File: src/rtl/pipelined_adder_pkg.sv
// Shared ALU definitions: operation encoding for the add/sub select and
// default datapath geometry reused by other ALU units.
package pipelined_adder_pkg;
    localparam logic OP_ADD    = 1'b0;
    localparam logic OP_SUB    = 1'b1;
    localparam int   DEF_WIDTH = 16;
    localparam int   DEF_SEG   = 4;
endpackage

File: src/rtl/pipelined_adder_seg_adder.sv
// Combinational SEG-bit ripple-carry segment built from full-adder cells;
// one instance resolves one pipeline stage's slice of the operands.
module FullAdder (
    input  logic A,
    input  logic B,
    input  logic Cin,
    output logic Sum,
    output logic Cout
);
    assign Sum  = A ^ B ^ Cin;
    assign Cout = (A & B) | (Cin & (A ^ B));
endmodule

module seg_adder #(
    parameter int SEG = 4
) (
    input  logic [SEG-1:0] A,
    input  logic [SEG-1:0] B,
    input  logic           Cin,
    output logic [SEG-1:0] Sum,
    output logic           Cout
);
    logic [SEG:0] c;

    assign c[0] = Cin;

    for (genvar i = 0; i < SEG; i++) begin : g_fa
        FullAdder u_fa (
            .A   (A[i]),
            .B   (B[i]),
            .Cin (c[i]),
            .Sum (Sum[i]),
            .Cout(c[i+1])
        );
    end

    assign Cout = c[SEG];
endmodule

File: src/rtl/pipelined_adder.sv
// Pipelined WIDTH-bit add/subtract: one SEG-bit segment per stage, carry
// registered between stages, whole-pipeline stall on output back-pressure.
module pipelined_adder
    import pipelined_adder_pkg::*;
#(
    parameter int WIDTH = DEF_WIDTH,
    parameter int SEG   = DEF_SEG
) (
    input  logic             clk,
    input  logic             rst,
    input  logic             in_valid,
    output logic             in_ready,
    input  logic [WIDTH-1:0] A,
    input  logic [WIDTH-1:0] B,
    input  logic             Cin,
    input  logic             Sub,
    output logic             out_valid,
    input  logic             out_ready,
    output logic [WIDTH-1:0] Sum,
    output logic             Cout,
    output logic             Ovf,
    output logic             Zero
);
    localparam int STAGES = WIDTH / SEG;

    logic advance;

    assign in_ready = ~(out_valid & ~out_ready);
    assign advance  = in_ready;

    // Stage k sees the operand bits not yet consumed (skew) and the sum bits
    // already resolved (deskew); both shrink/grow by SEG bits per stage.
    for (genvar k = 0; k < STAGES; k++) begin : stg
        localparam int RW = WIDTH - k * SEG;

        logic [RW-1:0]          a_i;
        logic [RW-1:0]          b_i;
        logic                   c_i;
        logic                   v_i;
        logic [(k+1)*SEG-1:0]   s_o;
        logic [SEG-1:0]         seg_sum;
        logic                   seg_co;

        if (k == 0) begin : g_src
            assign a_i = A;
            assign b_i = (Sub == OP_SUB) ? ~B : B;
            assign c_i = (Sub == OP_ADD) ? Cin : ~Cin;
            assign v_i = in_valid;
            assign s_o = seg_sum;
        end else begin : g_src
            assign a_i = stg[k-1].g_reg.a_r;
            assign b_i = stg[k-1].g_reg.b_r;
            assign c_i = stg[k-1].g_reg.c_r;
            assign v_i = stg[k-1].g_reg.v_r;
            assign s_o = {seg_sum, stg[k-1].g_reg.s_r};
        end

        seg_adder #(.SEG(SEG)) u_seg (
            .A   (a_i[SEG-1:0]),
            .B   (b_i[SEG-1:0]),
            .Cin (c_i),
            .Sum (seg_sum),
            .Cout(seg_co)
        );

        if (k < STAGES - 1) begin : g_reg
            logic [RW-SEG-1:0]    a_r;
            logic [RW-SEG-1:0]    b_r;
            logic [(k+1)*SEG-1:0] s_r;
            logic                 c_r;
            logic                 v_r;

            always_ff @(posedge clk) begin
                if (rst) begin
                    v_r <= 1'b0;
                end else if (advance) begin
                    v_r <= v_i;
                end
                if (advance) begin
                    a_r <= a_i[RW-1:SEG];
                    b_r <= b_i[RW-1:SEG];
                    s_r <= s_o;
                    c_r <= seg_co;
                end
            end
        end else begin : g_out
            // The top segment holds the MSBs of A and Beff, so the overflow
            // test needs nothing beyond this stage's inputs.
            always_ff @(posedge clk) begin
                if (rst) begin
                    out_valid <= 1'b0;
                    Sum       <= '0;
                    Cout      <= 1'b0;
                    Ovf       <= 1'b0;
                    Zero      <= 1'b0;
                end else if (advance) begin
                    out_valid <= v_i;
                    if (v_i) begin
                        Sum  <= s_o;
                        Cout <= seg_co;
                        Ovf  <= (a_i[SEG-1] == b_i[SEG-1]) && (seg_sum[SEG-1] != a_i[SEG-1]);
                        Zero <= ~|s_o;
                    end
                end
            end
        end
    end
endmodule

File: config.mk
export PLATFORM = sky130hd
export DESIGN_NAME = pipelined_adder
export DESIGN_NICKNAME = d
export VERILOG_FILES = /design/src/rtl/pipelined_adder_pkg.sv /design/src/rtl/pipelined_adder_seg_adder.sv /design/src/rtl/pipelined_adder.sv
export SDC_FILE = /design/constraint.sdc
export NUM_CORES = 1
export LEC_CHECK = 0
export BUFFER_PORTS_ARGS = -buffer_cell sky130_fd_sc_hd__buf_4
export CAP_MARGIN = 20
export CELL_PAD_IN_SITES_DETAIL_PLACEMENT = 0
export CELL_PAD_IN_SITES_GLOBAL_PLACEMENT = 1
export CORE_ASPECT_RATIO = 0.75
export CORE_MARGIN = 8
export CORE_UTILIZATION = 50
export DETAILED_ROUTE_END_ITERATION = 16
export PLACE_DENSITY_LB_ADDON = 0.12
export SYNTH_ARGS = -nofsm -noshare
export SYNTH_HDL_FRONTEND = slang
export SYNTH_SLANG_ARGS = --single-unit
File: constraint.sdc
create_clock -name clk -period 7.19 [get_ports clk]
set_input_delay 0.719 -clock clk [delete_from_list [all_inputs] [get_ports clk]]
set_output_delay 0.719 -clock clk [all_outputs]
set_load 0.01 [all_outputs]
-- After elaboration in Yosys (flattened, before gate mapping)
Cells that the tools add are included.
- $add $sub $neg: 0
- multipliers: 0
- divide/modulo/power cells: 0
- order comparisons: 0
- eq/ne operators: 2
- shift-type cells: 0
- muxes and demuxes: 2
- bitwise logic cells: 85
- reductions and logical operators: 4
- operators by type and width (kind ; number):
    bitwise AND 1 bit ; 33
    XOR 1 bit ; 32
    two-way mux 16 bit ; 1
    inverter 16 bit ; 1
    OR 1 bit ; 16
    OR reduction 16 bit ; 1
    inverter 1 bit ; 3
    AND reduction 2 bit ; 1
    equality test 1 bit ; 1
    logical AND 1 bit ; 1
    logical NOT 1 bit ; 1
    two-way mux 1 bit ; 1
    != test 1 bit ; 1
- register bits after elaboration: 98
- latch bits: 0
- memory bits (writable): 0
- ROM bits: 0
- input bits: 38
- output and inout bits: 21
- memories: 0

-- Depth between registers and ports, before layout
Gate-level depths: netlist of run 1.
- depth in word-level cells: 11
- depth in mapped cells: 10
- gate-level depth less buffers: 10

-- Modules after synthesis
From an unflattened synthesis of run 1, not the netlist that was laid out.
- cell total of the unflattened synthesis: 221
- area, all modules: 3663.5 µm²
- by module, submodules not included (module ; instances ; cells each ; area an instance (µm²) ; sequential area each (µm²)):
    pipelined_adder ; 1 ; 205 ; 3343.2 ; 2712.6
    FullAdder ; 16 ; 1 ; 20.0 ; 0.0

-- Least setup slack after synthesis of run 1
OpenSTA, ideal clock, no wires.
- path type: in2out
- start: input out_ready
- end: output in_ready
- data arrival time: 3.194 ns
- setup slack: 3.277 ns
- cell stages on the path: 3
- buffers on the path: 1
- cell sequence: nor2b_1 inv_2 clkbuf_1
- longest elaborated chain between the ends: 3
- ends and longest elaborated chain (item ; RTL line ; source):
    start, declared ; pipelined_adder.sv:18 ; input logic out_ready,
    inverter 1 bit ; pipelined_adder.sv:28 ; assign in_ready = ~(out_valid & ~out_ready);
    bitwise AND 1 bit ; pipelined_adder.sv:28 ;
    inverter 1 bit (no source line) ; -- ;
    end, declared ; pipelined_adder.sv:12 ; output logic in_ready,
Every way passes these cells.

-- Worst setup path after layout of run 1
Ends and elaborated chain as after synthesis.

==> run_results.csv, run 1 <==
group,metric,value,unit
synthesis,avgSynthCellArea,14.9,um2
critical_path,required,6.47,ns
sta,fin_setup_tns,0,ns
placement,port_buffers,58,
placement,finalWeightedCongestion,0.700,
critical_path,arrival,2.28,ns
sta,max_freq,334,MHz
detailed_routing,wl_per_cell,13.5,um
synthesis,yosys.area_share.simple,0.0428,
pwr,powerDensity,267,nW/um2
clocking,clock-sinks,98,
detailed_routing,viasPerCell,4.63,
critical_path,crit_path_end_kind,"output pin",
critical_path,rrSetupSlack,4.38,ns
detailed_routing,drt-initial-drc-count,163,
sta,slew_viol_final,0,
sta,finalSetupViolations,0,
synthesis,synth_common_cells,"edfxtp_1, inv_1, dfxtp_1",
synthesis,yosysWarnings,0,
layout,num_antenna_cells,0,
detailed_routing,antenna_left,0,
pwr,p_total,1.20,mW
global_routing,grt_pass1_vias,1901,
sta,clock_skew,0.00853,ns
clocking,post-cts-setup-buffers,0,
critical_path,rr_startpoint,"stg[2].g_reg.a_r[0]$_DFFE_PN_",
critical_path,ff2ff_path_depth,10,
synthesis,synth_fa_ha_area_frac,0.0882,
clocking,h-tree-depth,3,
synthesis,synth_top_cell_by_area,"edfxtp_1",
min_path,min_path_type,"reg -> reg",
layout,nNetsFinal,368,
global_routing,grt_first_pass_wirelength,9030,um
clocking,cts_tree,"done",
global_routing,grt.busiest_layer,"met2",
layout,fill_cells,589,
critical_path,crit_fanout,53,
clocking,cts_root_buf,"clkbuf_8",
floorplan,num_io_pins,59,
floorplan,core,7330,um2
global_routing,grt-ovfl-total,0,
synthesis,synth_mux_area_frac,0,
critical_path,worstSetupEndpoint,"in_ready",
global_routing,grt_start_max_net_pins,54,
synthesis,synth_top_family_by_area,"adder cells",
global_routing,use_met1,0.149,
synthesis,synth_edf_count,75,
synthesis,synth_ff_type,"edfxtp_1",
synthesis,synth-seq-cells,98,
global_routing,use_met3,0.0463,
clocking,cts_buffers,9,
detailed_routing,dr.pass1.iters,4,
synthesis,synth_seq_area_share,0.719,
global_routing,antenna_found_initial,0,
placement,post-dp-hpwl,3900,um
floorplan,fp-row-count,27,
sta,min_period,3.00,ns
critical_path,rr_endpoint,"Ovf$_SDFFE_PP0P_",
synthesis,synth_compound_area_frac,0.0577,
floorplan,die_y,91.2,um
synthesis,syn_inst,254,
synthesis,synth.most_common_cell,"edfxtp_1",
global_routing,grt_usage,0.110,
sta,worstMarginPinSlew,0.775,ns
detailed_routing,drc,0,
clocking,clk_pin_slew_worst_paths,0.09,ns
run,maxCapViolations,0,
synthesis,synth_area,3770,um2
critical_path,crit_type,"in -> out",
status,status,"completed",
detailed_routing,via_count,1942,
clocking,insertion_delay,0.35,ns
pwr,leakage,1.82,nW
synthesis,synth_cell_type_count,25,
pwr,ir_worst_vdd,0.159,mV
sta,layout_setup_ws,4.19,ns
layout,drive_gt1_frac,0.242,
synthesis,syn_nets,309,
critical_path,timing.critical_path.from_type,"input port",
sta,fin_crit_sh,0.417,
layout,fin_util,0.615,
clocking,cts_buffer_depth,2,
detailed_routing,wirelength,5660,um
sta,slew_headroom,0.483,
sta,grt_setup_unrepaired,"false",
floorplan,die-width,116,um
synthesis,synth.top_cell.area_share,0.597,
synthesis,synth_xor_area_frac,0.0418,
layout,areaGrowthSynthToFinish,19.6,%
floorplan,start_util,0.515,
synthesis,async_reset_ff_frac,0,
floorplan,die_area,10600,um2
global_routing,use_met2,0.154,
clocking,cts_resized,0,
placement,pre_cts_ws,4.14,ns
synthesis,synth_area_leaders,"edfxtp_1, dfxtp_1, fa_1",
critical_path,crit_start,"out_ready",
clocking,ctsHoldBuffers,0,
sta,hold_viol_final,0,
-- registers in the layout (all words and copies together) (netlist names) --
signal and cells:
stg.g_reg.a_r 24, stg.g_reg.b_r 24, stg.g_reg.s_r 24, Sum 16, stg.g_reg.c_r 3, stg.g_reg.v_r 3
Cout 1, Ovf 1, Zero 1, out_valid 1
-- how the worst min path moves through the flow --
| stage | from | endpoint | slack (ns) | depth (start not counted) |
|---|---|---|---|---|
| 6_report | stg[1].g_reg.s_r[0]$_DFFE_PN_ | stg[2].g_reg.s_r[0]$_DFFE_PN_ | 0.42 | 0 |
| 5_1_grt | stg[1].g_reg.s_r[5]$_DFFE_PN_ | stg[2].g_reg.s_r[5]$_DFFE_PN_ | 0.43 | 0 |
| 4_1_cts | stg[0].g_reg.s_r[3]$_DFFE_PN_ | stg[1].g_reg.s_r[3]$_DFFE_PN_ | 0.42 | 0 |
| 3_5_place_dp | stg[0].g_reg.b_r[4]$_DFFE_PN_ | stg[1].g_reg.b_r[0]$_DFFE_PN_ | 0.40 | 0 |
| 3_3_place_gp | stg[1].g_reg.b_r[6]$_DFFE_PN_ | stg[2].g_reg.b_r[2]$_DFFE_PN_ | 0.40 | 0 |
| 2_1_floorplan | stg[0].g_reg.a_r[4]$_DFFE_PN_ | stg[1].g_reg.a_r[0]$_DFFE_PN_ | 0.40 | 0 |
-- cell usage in the layout (no fill, tap or decap) --
cell,synthesis,final
ha_1,1,1
clkbuf_8,0,9
buf_4,0,60
clkinv_2,0,1
nor2b_1,2,2
nor4_1,2,2
nand3_1,15,15
a311oi_1,2,2
or3_1,1,1
clkinvlp_2,0,2
xor2_1,14,14
fa_1,16,16
clkinv_1,0,1
inv_2,2,1
inv_6,0,2
o21ai_1,18,18
nor4bb_1,1,1
nor3_1,1,1
nand2_1,6,6
inv_1,34,34
nand4_1,1,1
xnor2_1,4,4
nor2_1,1,1
edfxtp_1,75,75
bufinv_16,0,2
dfxtp_1,23,23
or4_1,1,1
a21oi_1,22,22
-- cells by family (layout without fill, tap and decap cells) --
group                      Yosys count  in the layout
AOI/OAI and AO/OA                   42             42
xor gates and xnor gates            18             18
adders and majority gates           17             17
buffers and inverters               48            112
DFF                                 98             98
and+or+nand+nor                     31             31
-- worst max-delay path, cell delays in order --
cell and delay, ns:
buf_4 0.11, nor2b_1 0.10, buf_4 0.26, clkinv_2 0.66, buf_4 0.40
-- per-stage QoR --
step                hold WS (ns)  cell area [um2]  instances
finish                     0.418             4510        419
global route               0.430             4510        419
CTS                        0.421             4510        419
detailed placement         0.405             4300        403
global placement           0.401             4300        403
floorplan                  0.400             3770        254
-- routing by layer --
metal / part of all wire / wire length (um)
met1: 0.48 / 2700
met2: 0.43 / 2450
met3: 0.078 / 442
met4: 0.012 / 66
met5: 0 / 0
-- final cells by class --
type	count	area [um2]	share of cell area
Sequential cell	98	2710	0.601
Multi-Input combinational cell	108	870	0.193
Timing Repair Buffer	60	450	0.0999
Inverter	36	136	0.0302
Tap cell	101	126	0.0280
Clock buffer	9	124	0.0275
Clock inverter	7	91.3	0.0202
-- where the power goes --
part           leakage (nW)  total, mW  internal [mW]  switching, mW
combinational         0.742      0.105         0.0515         0.0533
clock                 0.104      0.373          0.195          0.177
sequential            0.978      0.726          0.698         0.0285
total                  1.82       1.20          0.945          0.259
Note: power is estimated with default switching activity, not from simulation.
==> inputs of run 2 (changes only) <==
- ABC_AREA: unset -> 1
- CORE_UTILIZATION: 50 -> 46
- clock period: 7.19 -> 3.1 ns (I/O delays scaled with it)
==> run 2 against run 1 <==
Setup slack worse by 3.6 ns. Die area is 7.6% higher. Sequential power is 140% higher. Cell count is 4.1% higher. Via count is 1.1% higher. Global-route usage is 0.33 points higher. Critical path depth is 8 higher. Critical endpoint is now Zero$_SDFFE_PP0P_.
==> run_results.csv, run 2 <==
group,metric,value,unit
sta,hold_viol_final,0,
detailed_routing,via_count,1963,
synthesis,async_reset_ff_frac,0,
critical_path,rrSetupSlack,0.60,ns
floorplan,die_area,11400,um2
min_path,min_from,"A[10]",
sta,slew_viol_final,0,
sta,grt_setup_unrepaired,"false",
layout,drive_gt1_frac,0.257,
sta,worstMarginPinSlew,0.786,ns
sta,fin_setup_tns,0,ns
global_routing,antenna_found_initial,0,
sta,slew_headroom,0.475,
global_routing,grt_first_pass_wirelength,9700,um
synthesis,synth.most_common_cell,"edfxtp_1",
critical_path,required,3.35,ns
floorplan,core,7950,um2
critical_path,worstSetupEndpoint,"Zero$_SDFFE_PP0P_",
critical_path,crit_path_end_kind,"flip-flop",
floorplan,die_y,94.5,um
synthesis,yosysWarnings,0,
layout,layout.cells.non_filler,436,
floorplan,start_util,0.476,
layout,multi_input_area,862,um2
min_path,min_path_type,"in -> reg",
pwr,ir_worst_vdd,0.364,mV
critical_path,crit_fanout,4,
critical_path,rr_startpoint,"stg[2].g_reg.c_r$_DFFE_PN_",
detailed_routing,drt-initial-drc-count,155,
clocking,cts_resized,0,
global_routing,grt-ovfl-total,0,
detailed_routing,dr.pass1.iters,4,
clocking,cts_buffers,9,
sta,fin_crit_sh,0.806,
clocking,h-tree-depth,3,
synthesis,synth.top_cell.area_share,0.595,
placement,finalWeightedCongestion,0.728,
layout,final_common_cell,"edfxtp_1",
global_routing,grt_usage,0.114,
layout,top_regs,"stg.g_reg.a_r x24, stg.g_reg.b_r x24, stg.g_reg.s_r x24",
synthesis,avgSynthCellArea,14.5,um2
critical_path,rr_endpoint,"Zero$_SDFFE_PP0P_",
sta,min_period,2.50,ns
sta,max_freq,400,MHz
synthesis,synth_seq_area_share,0.717,
detailed_routing,antenna_left,0,
sta,finalSetupViolations,0,
status,status,"completed",
placement,post-dp-hpwl,4140,um
pwr,leakage,1.95,nW
floorplan,num_io_pins,59,
critical_path,ff2ff_path_depth,13,
detailed_routing,wirelength,5860,um
critical_path,arrival,2.75,ns
synthesis,syn_nets,316,
run,maxCapViolations,0,
clocking,clk_pin_slew_worst_paths,0.08,ns
layout,seqCellArea,2710,um2
synthesis,synth_edf_count,75,
global_routing,grt_start_max_net_pins,37,
clocking,cts_root_buf,"clkbuf_8",
placement,port_buffers,58,
synthesis,syn_inst,261,
clocking,clock-sinks,98,
clocking,cts_tree,"done",
synthesis,synth_area,3780,um2
clocking,insertion_delay,0.35,ns
critical_path,crit_type,"reg -> reg",
pwr,powerDensity,643,nW/um2
synthesis,synth_cell_type_count,20,
sta,clock_skew,0.00452,ns
placement,placedCellCount,420,
detailed_routing,drc,0,
critical_path,crit_start,"stg[2].g_reg.c_r$_DFFE_PN_",
critical_path,timing.critical_path.from_type,"flip-flop",
layout,areaGrowthSynthToFinish,20.9,%
floorplan,fp-row-count,28,
clocking,cts_buffer_depth,2,
floorplan,die-width,121,um
detailed_routing,wl_per_cell,13.4,um
synthesis,synth_area_leaders,"edfxtp_1, dfxtp_1, fa_1",
layout,fill_cells,656,
layout,mostFrequentLayoutCells,"edfxtp_1, buf_4, nor2_1, inv_1, dfxtp_1",
synthesis,synth_common_cells,"edfxtp_1, nor2_1, inv_1",
clocking,post-cts-setup-buffers,0,
global_routing,grt_pass1_vias,2017,
layout,num_antenna_cells,0,
synthesis,synth_top_cell_by_area,"edfxtp_1",
detailed_routing,viasPerCell,4.50,
clocking,ctsHoldBuffers,0,
synthesis,synth-seq-cells,98,
layout,nNetsFinal,381,
synthesis,synth_ff_type,"edfxtp_1",
## run 2: routing by layer
layer  GRT usage  up-vias  share of wire
met5           0        -              0
met4      0.0435        0          0.012
met3      0.0543        6          0.064
met2       0.175       48           0.47
met1       0.137      932           0.46
li1            -      977              -
## run 2: kinds of logic after synthesis
| family | share of synthesized area |
|---|---|
| flip-flops | 0.717 |
| AND/OR/NAND/NOR | 0.0638 |
| buffers and inverters | 0.0552 |
| AO/OA/AOI/OAI | 0.0367 |
| XOR/XNOR | 0.0394 |
| adder cells (fa/ha/maj) | 0.0880 |
## run 2: worst min path at each step
stage / end / slack, ns / cells past startpoint
2_1_floorplan: Zero$_SDFFE_PP0P_ / 0.37 / 1
3_3_place_gp: stg[2].g_reg.s_r[7]$_DFFE_PN_ / 0.40 / 0
3_5_place_dp: stg[1].g_reg.a_r[0]$_DFFE_PN_ / 0.40 / 0
4_1_cts: stg[0].g_reg.a_r[3]$_DFFE_PN_ / 0.10 / 1
5_1_grt: stg[0].g_reg.a_r[0]$_DFFE_PN_ / 0.09 / 1
6_report: stg[0].g_reg.a_r[6]$_DFFE_PN_ / 0.13 / 1
## run 2: area by class of cell
class	count	area share
sequential	98	0.593
multi-input combinational	116	0.189
timing repair buffer	61	0.106
inverter	40	0.0334
tap	105	0.0287
clock buffer	9	0.0271
clock inverter	7	0.0235
## run 2: critical path: stages (launching register included)
cell      delay (ns)
edfxtp_1        0.37
inv_1           0.09
fa_1            0.17
inv_1           0.05
fa_1            0.44
fa_1            0.43
inv_1           0.09
fa_1            0.44
nand2_1         0.08
inv_1           0.04
nand2_1         0.04
nor2_1          0.04
nand3_2         0.07
a21oi_2         0.05
## run 2: stage by stage
stage / worst slack [ns] / power [mW] / hold slack [ns] / utilization / cell area (um2)
finish: 0.601 / 2.94 / 0.128 / 0.575 / 4570
global route: 0.418 / 3.10 / 0.0874 / 0.575 / 4570
CTS: 0.572 / 2.99 / 0.100 / 0.575 / 4570
detailed placement: 0.577 / 2.05 / 0.405 / 0.546 / 4340
global placement: 0.612 / 2.04 / 0.402 / 0.546 / 4340
floorplan: 0.450 / 1.91 / 0.372 / - / 3780
## run 2: where the power goes
group / switching, mW / total [mW] / internal, mW
Sequential: 0.0679 / 1.71 / 1.64
Clock: 0.401 / 0.929 / 0.527
Combinational: 0.165 / 0.305 / 0.140
Total: 0.634 / 2.94 / 2.31
